===== config.mk =====
export PLATFORM = sky130hd
export DESIGN_NAME = multdiv_ctrl_flat
export DESIGN_NICKNAME = d
export VERILOG_FILES = /design/src/rtl/multdiv_ctrl_if.sv /design/src/rtl/multdiv_ctrl.sv /design/src/flat_wrapper.sv
export SDC_FILE = /design/constraint.sdc
export NUM_CORES = 1
export LEC_CHECK = 0
export ABC_AREA = 1
export BUFFER_PORTS_ARGS = -buffer_cell sky130_fd_sc_hd__buf_4
export CAP_MARGIN = 40
export CORE_MARGIN = 8
export CORE_UTILIZATION = 51
export CTS_CLUSTER_DIAMETER = 200
export CTS_CLUSTER_SIZE = 20
export DETAILED_ROUTE_END_ITERATION = 10
export PLACE_DENSITY = 0.93
export SLEW_MARGIN = 40
export SYNTH_ARGS = -nofsm -noshare
export SYNTH_HDL_FRONTEND = slang
export SYNTH_SLANG_ARGS = --single-unit

===== constraint.sdc =====
create_clock -name clock -period 3.06 [get_ports clock]
set_input_delay 0.153 -clock clock [delete_from_list [all_inputs] [get_ports clock]]
set_output_delay 0.153 -clock clock [all_outputs]
set_load 0.03 [all_outputs]

===== src/rtl/multdiv_ctrl_if.sv =====
// -----------------------------------------------------------------------------
// multdiv_ctrl_if
//
// Bundles every handshake and data signal between the multiply/divide
// controller and its neighbours: the execute stage (request side), the
// writeback consumer (response side) and the shared multi-cycle
// multiply/divide unit.
//
// Modports:
//   slave  - the controller's view (multdiv_ctrl).
//   master - the environment's view: execute stage, consumer and unit.
//
// Signal summary:
//   req_valid/req_ready/req_op/req_a/req_b/req_rd  request handshake + payload
//   flush                                          abort in-flight operation
//   busy                                           pipeline stall
//   unit_a/unit_b/ctrl_MULT/ctrl_DIV               operands + start pulses
//   unit_result/unit_exception/unit_rdy            unit completion
//   resp_valid/resp_ready/resp_data/resp_rd/
//   resp_exception                                 tagged result handshake
// -----------------------------------------------------------------------------
interface multdiv_ctrl_if;
    logic        req_valid;
    logic        req_ready;
    logic        req_op;
    logic [31:0] req_a;
    logic [31:0] req_b;
    logic [4:0]  req_rd;
    logic        flush;
    logic        busy;
    logic [31:0] unit_a;
    logic [31:0] unit_b;
    logic        ctrl_MULT;
    logic        ctrl_DIV;
    logic [31:0] unit_result;
    logic        unit_exception;
    logic        unit_rdy;
    logic        resp_valid;
    logic        resp_ready;
    logic [31:0] resp_data;
    logic [4:0]  resp_rd;
    logic        resp_exception;

    modport slave (
        input  req_valid, req_op, req_a, req_b, req_rd, flush,
        input  unit_result, unit_exception, unit_rdy, resp_ready,
        output req_ready, busy, unit_a, unit_b, ctrl_MULT, ctrl_DIV,
        output resp_valid, resp_data, resp_rd, resp_exception
    );

    modport master (
        output req_valid, req_op, req_a, req_b, req_rd, flush,
        output unit_result, unit_exception, unit_rdy, resp_ready,
        input  req_ready, busy, unit_a, unit_b, ctrl_MULT, ctrl_DIV,
        input  resp_valid, resp_data, resp_rd, resp_exception
    );
endinterface


===== src/rtl/multdiv_ctrl.sv =====
// -----------------------------------------------------------------------------
// multdiv_ctrl
//
// Sequencing controller between the execute stage and the shared multi-cycle
// multiply/divide unit. Accepts one request at a time, latches operands and
// destination tag, fires a one-cycle ctrl_MULT / ctrl_DIV pulse, waits for the
// unit's ready (bounded by a watchdog) and presents a tagged result with
// valid/ready backpressure. Divide-by-zero is answered directly without
// starting the unit; flush aborts any in-flight operation.
//
// Ports:
//   clock  - system clock, rising edge
//   reset  - asynchronous active-low reset
//   bus    - multdiv_ctrl_if.slave, all request/unit/response signals
//
// Parameters:
//   MAX_CYCLES - WAIT cycles allowed before the operation is declared hung
//   CNT_W      - watchdog counter width, 2**CNT_W must exceed MAX_CYCLES
// -----------------------------------------------------------------------------
module multdiv_ctrl #(
    parameter int MAX_CYCLES = 40,
    parameter int CNT_W      = 6
) (
    input  logic          clock,
    input  logic          reset,
    multdiv_ctrl_if.slave bus
);

    typedef enum logic [1:0] {
        IDLE  = 2'd0,
        START = 2'd1,
        WAIT  = 2'd2,
        DONE  = 2'd3
    } state_t;

    localparam logic [CNT_W-1:0] CNT_LAST = CNT_W'(MAX_CYCLES - 1);

    state_t           state_q;
    logic [31:0]      unit_a_q;
    logic [31:0]      unit_b_q;
    logic [4:0]       rd_q;
    logic [31:0]      resp_data_q;
    logic             resp_exc_q;
    logic             ctrl_mult_q;
    logic             ctrl_div_q;
    logic [CNT_W-1:0] cnt_q;
    logic             accept;

    // Flush blocks acceptance so an aborted cycle can never start new work.
    assign bus.req_ready = (state_q == IDLE) && !bus.flush;
    assign accept        = bus.req_valid && bus.req_ready;

    assign bus.busy           = (state_q != IDLE);
    assign bus.resp_valid     = (state_q == DONE);
    assign bus.unit_a         = unit_a_q;
    assign bus.unit_b         = unit_b_q;
    assign bus.ctrl_MULT      = ctrl_mult_q;
    assign bus.ctrl_DIV       = ctrl_div_q;
    assign bus.resp_data      = resp_data_q;
    assign bus.resp_rd        = rd_q;
    assign bus.resp_exception = resp_exc_q;

    // NOTE: every register here is state, so all updates use non-blocking
    // assignments; a blocking '=' would let later statements in this block
    // see the new value within the same edge and break the FSM timing.
    always_ff @(posedge clock or negedge reset) begin
        if (!reset) begin
            // NOTE: these are a handful of flops, not a memory array, so the
            // datapath registers are cleared too and the outputs read 0 in reset.
            state_q     <= IDLE;
            unit_a_q    <= '0;
            unit_b_q    <= '0;
            rd_q        <= '0;
            resp_data_q <= '0;
            resp_exc_q  <= 1'b0;
            ctrl_mult_q <= 1'b0;
            ctrl_div_q  <= 1'b0;
            cnt_q       <= '0;
        end else begin
            // Start pulses are high only for the single cycle spent in START.
            ctrl_mult_q <= 1'b0;
            ctrl_div_q  <= 1'b0;

            if (bus.flush) begin
                state_q <= IDLE;
            end else begin
                case (state_q)
                    IDLE: begin
                        if (accept) begin
                            unit_a_q <= bus.req_a;
                            unit_b_q <= bus.req_b;
                            rd_q     <= bus.req_rd;
                            if (bus.req_op && (bus.req_b == '0)) begin
                                // Divide-by-zero answered without touching the unit.
                                resp_data_q <= '0;
                                resp_exc_q  <= 1'b1;
                                state_q     <= DONE;
                            end else begin
                                // The pulse pair carries the latched opcode.
                                ctrl_mult_q <= !bus.req_op;
                                ctrl_div_q  <= bus.req_op;
                                state_q     <= START;
                            end
                        end
                    end

                    START: begin
                        // unit_rdy is not looked at here: it may still be
                        // asserted from the previous operation.
                        cnt_q   <= '0;
                        state_q <= WAIT;
                    end

                    WAIT: begin
                        cnt_q <= cnt_q + 1'b1;
                        if (bus.unit_rdy) begin
                            // Ready wins over a watchdog expiry in the same cycle.
                            resp_data_q <= bus.unit_result;
                            resp_exc_q  <= bus.unit_exception;
                            state_q     <= DONE;
                        end else if (cnt_q == CNT_LAST) begin
                            resp_data_q <= '0;
                            resp_exc_q  <= 1'b1;
                            state_q     <= DONE;
                        end
                    end

                    DONE: begin
                        // Returning to IDLE makes req_ready rise only on the
                        // cycle after the response handshake.
                        if (bus.resp_ready) begin
                            state_q <= IDLE;
                        end
                    end

                    default: state_q <= IDLE;
                endcase
            end
        end
    end

endmodule


===== src/flat_wrapper.sv =====
// flat-port wrapper written by rule: the top's interface ports become plain ports
module multdiv_ctrl_flat 
#(
    parameter int MAX_CYCLES = 40,
    parameter int CNT_W      = 6
)
  (clock, reset, bus_req_valid, bus_req_op, bus_req_a, bus_req_b, bus_req_rd, bus_flush, bus_unit_result, bus_unit_exception, bus_unit_rdy, bus_resp_ready, bus_req_ready, bus_busy, bus_unit_a, bus_unit_b, bus_ctrl_MULT, bus_ctrl_DIV, bus_resp_valid, bus_resp_data, bus_resp_rd, bus_resp_exception);
  multdiv_ctrl_if bus_i ();
  input  logic clock;
  input  logic reset;
  input wire logic [$bits(bus_i.req_valid)-1:0] bus_req_valid;
  input wire logic [$bits(bus_i.req_op)-1:0] bus_req_op;
  input wire logic [$bits(bus_i.req_a)-1:0] bus_req_a;
  input wire logic [$bits(bus_i.req_b)-1:0] bus_req_b;
  input wire logic [$bits(bus_i.req_rd)-1:0] bus_req_rd;
  input wire logic [$bits(bus_i.flush)-1:0] bus_flush;
  input wire logic [$bits(bus_i.unit_result)-1:0] bus_unit_result;
  input wire logic [$bits(bus_i.unit_exception)-1:0] bus_unit_exception;
  input wire logic [$bits(bus_i.unit_rdy)-1:0] bus_unit_rdy;
  input wire logic [$bits(bus_i.resp_ready)-1:0] bus_resp_ready;
  output wire logic [$bits(bus_i.req_ready)-1:0] bus_req_ready;
  output wire logic [$bits(bus_i.busy)-1:0] bus_busy;
  output wire logic [$bits(bus_i.unit_a)-1:0] bus_unit_a;
  output wire logic [$bits(bus_i.unit_b)-1:0] bus_unit_b;
  output wire logic [$bits(bus_i.ctrl_MULT)-1:0] bus_ctrl_MULT;
  output wire logic [$bits(bus_i.ctrl_DIV)-1:0] bus_ctrl_DIV;
  output wire logic [$bits(bus_i.resp_valid)-1:0] bus_resp_valid;
  output wire logic [$bits(bus_i.resp_data)-1:0] bus_resp_data;
  output wire logic [$bits(bus_i.resp_rd)-1:0] bus_resp_rd;
  output wire logic [$bits(bus_i.resp_exception)-1:0] bus_resp_exception;
  assign bus_i.req_valid = bus_req_valid;
  assign bus_i.req_op = bus_req_op;
  assign bus_i.req_a = bus_req_a;
  assign bus_i.req_b = bus_req_b;
  assign bus_i.req_rd = bus_req_rd;
  assign bus_i.flush = bus_flush;
  assign bus_i.unit_result = bus_unit_result;
  assign bus_i.unit_exception = bus_unit_exception;
  assign bus_i.unit_rdy = bus_unit_rdy;
  assign bus_i.resp_ready = bus_resp_ready;
  assign bus_req_ready = bus_i.req_ready;
  assign bus_busy = bus_i.busy;
  assign bus_unit_a = bus_i.unit_a;
  assign bus_unit_b = bus_i.unit_b;
  assign bus_ctrl_MULT = bus_i.ctrl_MULT;
  assign bus_ctrl_DIV = bus_i.ctrl_DIV;
  assign bus_resp_valid = bus_i.resp_valid;
  assign bus_resp_data = bus_i.resp_data;
  assign bus_resp_rd = bus_i.resp_rd;
  assign bus_resp_exception = bus_i.resp_exception;
  multdiv_ctrl #(.MAX_CYCLES(MAX_CYCLES), .CNT_W(CNT_W)) u_core (.clock(clock), .reset(reset), .bus(bus_i));
endmodule

==> flow_summary.ini <==
[outcome]
status = completed

[cts]
cts_buffers = 9
clk_latency_ps = 360
clkSlewWorstSetupHoldPaths_ps = 120
cts_tree = yes
cts_setup_buffers = 0
clock_path_buffers = 2
cts_htree_levels = 3
cts.sinks = 112
root_buffer = clkbuf_8

[global_route]
grt_pass1_wl_um = 25940
antenna_found_initial = 6
grt.overflow.total = 0
first_global_vias = 5312
grtUsageTotal = 0.2527
grt_start_max_net_pins = 71

[synthesis]
synth-main-ff-cell = dfrtp_1
syn_nets = 714
netlist_area_um2 = 4830
synth.most_common_cell = nand2_1
synth_top_cells_by_count = 294 x nand2_1, 112 x dfrtp_1, 61 x nor2_1, 41 x inv_1, 35 x nand3_1
ys_seq_area_frac = 0.5803
yosysTopAreaCell = dfrtp_1
synth_top_area_frac = 0.5803
ys_ff_latch = 112
ys_async_sr_fraction = 1.000
synth_edf_count = 0
synthTopCellsByArea = dfrtp_1 58%, nand2_1 23%, nor2_1 4.7%, nand3_1 3.6%, inv_1 3.2%
yosys_warnings = 0
syn_avg_cell_area_um2 = 8.049
synthCells = 600
yosysUniqueCellTypes = 27

[placement]
hpwl_um = 10790
numPortBuffers = 215
preCtsSetupSlack_ps = 566.6
gp_congestion = 0.8069
place_inst = 905

[drt]
vias = 5089
wl_um = 16870
dr.pass1.iters = 6
initialDrtViolationCount = 404
antenna_left = 0
route.detailed.drc = 0
wl_per_cell_um = 17.16
avgViaCountPerCell = 5.177

[die]
die_h_um = 113.3
core_area_um2 = 9196
start_util = 0.5252
io_pins = 216
core.rowCount = 35
die_area_um2 = 12840
die_x_um = 113.3

[cells_and_area]
utilization = 0.7922
instances_no_fill = 983
fillCellCount = 535
layout.nets = 975
drive_above_1_share = 0.2818
syn_to_final_growth_pct = 50.85

[min_path]
hp-class = in2reg
min-delay-start = bus_req_b[13]
hold-path-cell-count = 3
min_to = u_core.bus.unit_b[13]$_DFFE_PN0P_

[flow_run]
max_cap_violations = 0

[timing]
rsz0062_at_grt = false
tightest_slew_ps = 705.8
fin_crit_sh = 0.8693
relSlewSlack = 0.5294
period_needed_ps = 2660
setup_slack_ps = 400.0
setup_viol = 0
hold_viol_final = 0
drv_slew = 0
clock_skew_ps = 19.18
fmax_mhz = 375.9
setup_tns_ps = 0

[critical_path]
cp_cell_sequence = dlygate4sd3_1 > buf_4 > nor2_1 > nand2_1 > nor2_1 > nand2_1 > nor2_1 > nand3_1 > nand2_2 > nand2_4 > nand2_1 > nand2_1
path_delay_family = simple AND/OR/NAND/NOR gates
reg2reg_slack_ps = 730
cp_max_fo = 34
rr_startpoint = u_core.state_q[1]$_DFFE_PN0P_
r2r_end = u_core.bus.resp_data[7]$_DFFE_PN0P_
rr_worst_depth = 11
cp-end-kind = flop
worst_setup_path_start_kind = input port
cp_num_buf_inv = 2
crit_arrival_ps = 2900
critical_path_class = in2reg
cpPeakStageDelay_ps = 550
worst_path_most_repeated_cell = nand2_1
crit_slowest_cell = dlygate4sd3_1
critical_path_required_ps = 3300

[power]
seq_power_share = 0.347
intPower_mw = 3.696
power_switching_mw = 3.339
switching_share = 0.4746
clkPwrFrac = 0.127
comb_power_share = 0.526
peakVddDrop_mv = 0.7046
p_leak_nw = 4.176
power_density_nw_per_um2 = 965.5
[worst max-delay path by stage]
stage | start | endpoint | slack, ps | cells after the start
floorplan | u_core.state_q[0]$_DFFE_PN0P_ | u_core.bus.resp_data[0]$_DFFE_PN0P_ | 1140 | 12
global placement | u_core.state_q[0]$_DFFE_PN0P_ | u_core.bus.resp_data[19]$_DFFE_PN0P_ | 720 | 11
detailed placement | u_core.state_q[0]$_DFFE_PN0P_ | u_core.bus.resp_data[7]$_DFFE_PN0P_ | 570 | 11
CTS | bus_req_b[19] | u_core.bus.resp_data[7]$_DFFE_PN0P_ | 400 | 12
global route | bus_req_b[19] | u_core.bus.resp_data[5]$_DFFE_PN0P_ | 170 | 12
finish | bus_req_b[18] | u_core.bus.resp_data[7]$_DFFE_PN0P_ | 400 | 12
[registers in the layout, indices dropped and copies added, names as in the netlist]
| signal | cells |
|---|---|
| u_core.cnt_q | 6 |
| u_core.bus.unit_a | 32 |
| u_core.bus.unit_b | 32 |
| u_core.bus.resp_rd | 5 |
| u_core.bus.resp_data | 32 |
| u_core.bus.resp_exception | 1 |
| u_core.bus.ctrl_MULT | 1 |
| u_core.state_q | 2 |
| u_core.bus.ctrl_DIV | 1 |
[stage by stage]
stage / area (um2) / power [mW] / hold WS [ps]
6_report: 7286 / 7.034 / 12.36
5_1_grt: 7286 / 7.388 / 2.199
4_1_cts: 7252 / 6.955 / 0.3480
3_5_place_dp: 6505 / 6.011 / 288.2
3_3_place_gp: 6505 / 5.881 / 277.9
2_1_floorplan: 4830 / 4.583 / -142.6
[layout make-up]
type | count | area (um2) | share of cell area
flip-flops and latches | 112 | 2803 | 0.3847
repair buffers | 276 | 2228 | 0.3059
multi-input cells | 419 | 1743 | 0.2392
inverters | 43 | 161.4 | 0.02215
well taps | 111 | 138.9 | 0.01906
clock buffers | 10 | 127.6 | 0.01752
clock inverters | 6 | 68.82 | 0.009445
diodes | 6 | 15.01 | 0.002061
[tightest hold or removal path, stage by stage]
cell and delay (ps):
buf_4 90, nand2_1 50, nand2_1 60
[per-layer routing]
metal / vias to the layer above / track usage / wire, um
li1: 2339 / - / -
met1: 2424 / 0.2569 / 5689
met2: 264 / 0.4583 / 9059
met3: 62 / 0.06656 / 1331
met4: 0 / 0.1456 / 792
met5: - / 0 / 0
[cell usage in the layout, fill, tap and decap left out, drive strengths merged]
cell type	netlist	final
inv	43	44
nor2	62	62
buf	9	220
dfrtp	112	112
xor2	1	1
nor3	2	2
o211ai	1	1
nand2	297	297
or2	1	1
bufinv	0	1
a21oi	4	4
dlygate4sd3	0	56
o22ai	2	2
nand4	1	1
clkbuf	17	10
o2111ai	1	1
o21ai	3	3
clkinv	0	4
nand3	35	35
o21a	1	1
a31o	1	1
diode	0	6
ha	5	5
nor3b	1	1
a21boi	1	1
[power groups by stage]
| stage | Combinational (mW) | Sequential [mW] | Clock [mW] |
|---|---|---|---|
| final | 3.70 | 2.44 | 0.896 |
| after detailed placement | 3.58 | 2.43 | 0 |
| after global placement | 3.47 | 2.41 | 0 |
| after floorplan | 1.05 | 3.53 | 0 |
| after global routing | 3.94 | 2.50 | 0.954 |
| after CTS | 3.64 | 2.41 | 0.900 |
[cell families (layout without fill, tap and decap cells)]
| family | count (synthesis) | count (layout) | share of synthesized area |
|---|---|---|---|
| xor gates and xnor gates | 1 | 1 | 0.001814 |
| other | 0 | 6 | 0 |
| AOI/OAI and AO/OA | 14 | 14 | 0.02047 |
| buffers and inverters | 69 | 335 | 0.05985 |
| and+or+nand+nor | 399 | 399 | 0.3246 |
| DFF | 112 | 112 | 0.5803 |
| adders and majority gates | 5 | 5 | 0.01295 |
[timing repair]
item / in CTS / in global routing
endpoints found under the setup margin: 0 / 28
hold buffers: 55 / 1
hold endpoints to repair: 116 / 1
resized for setup: 0 / 1
Power figures use the tool's default switching activity.
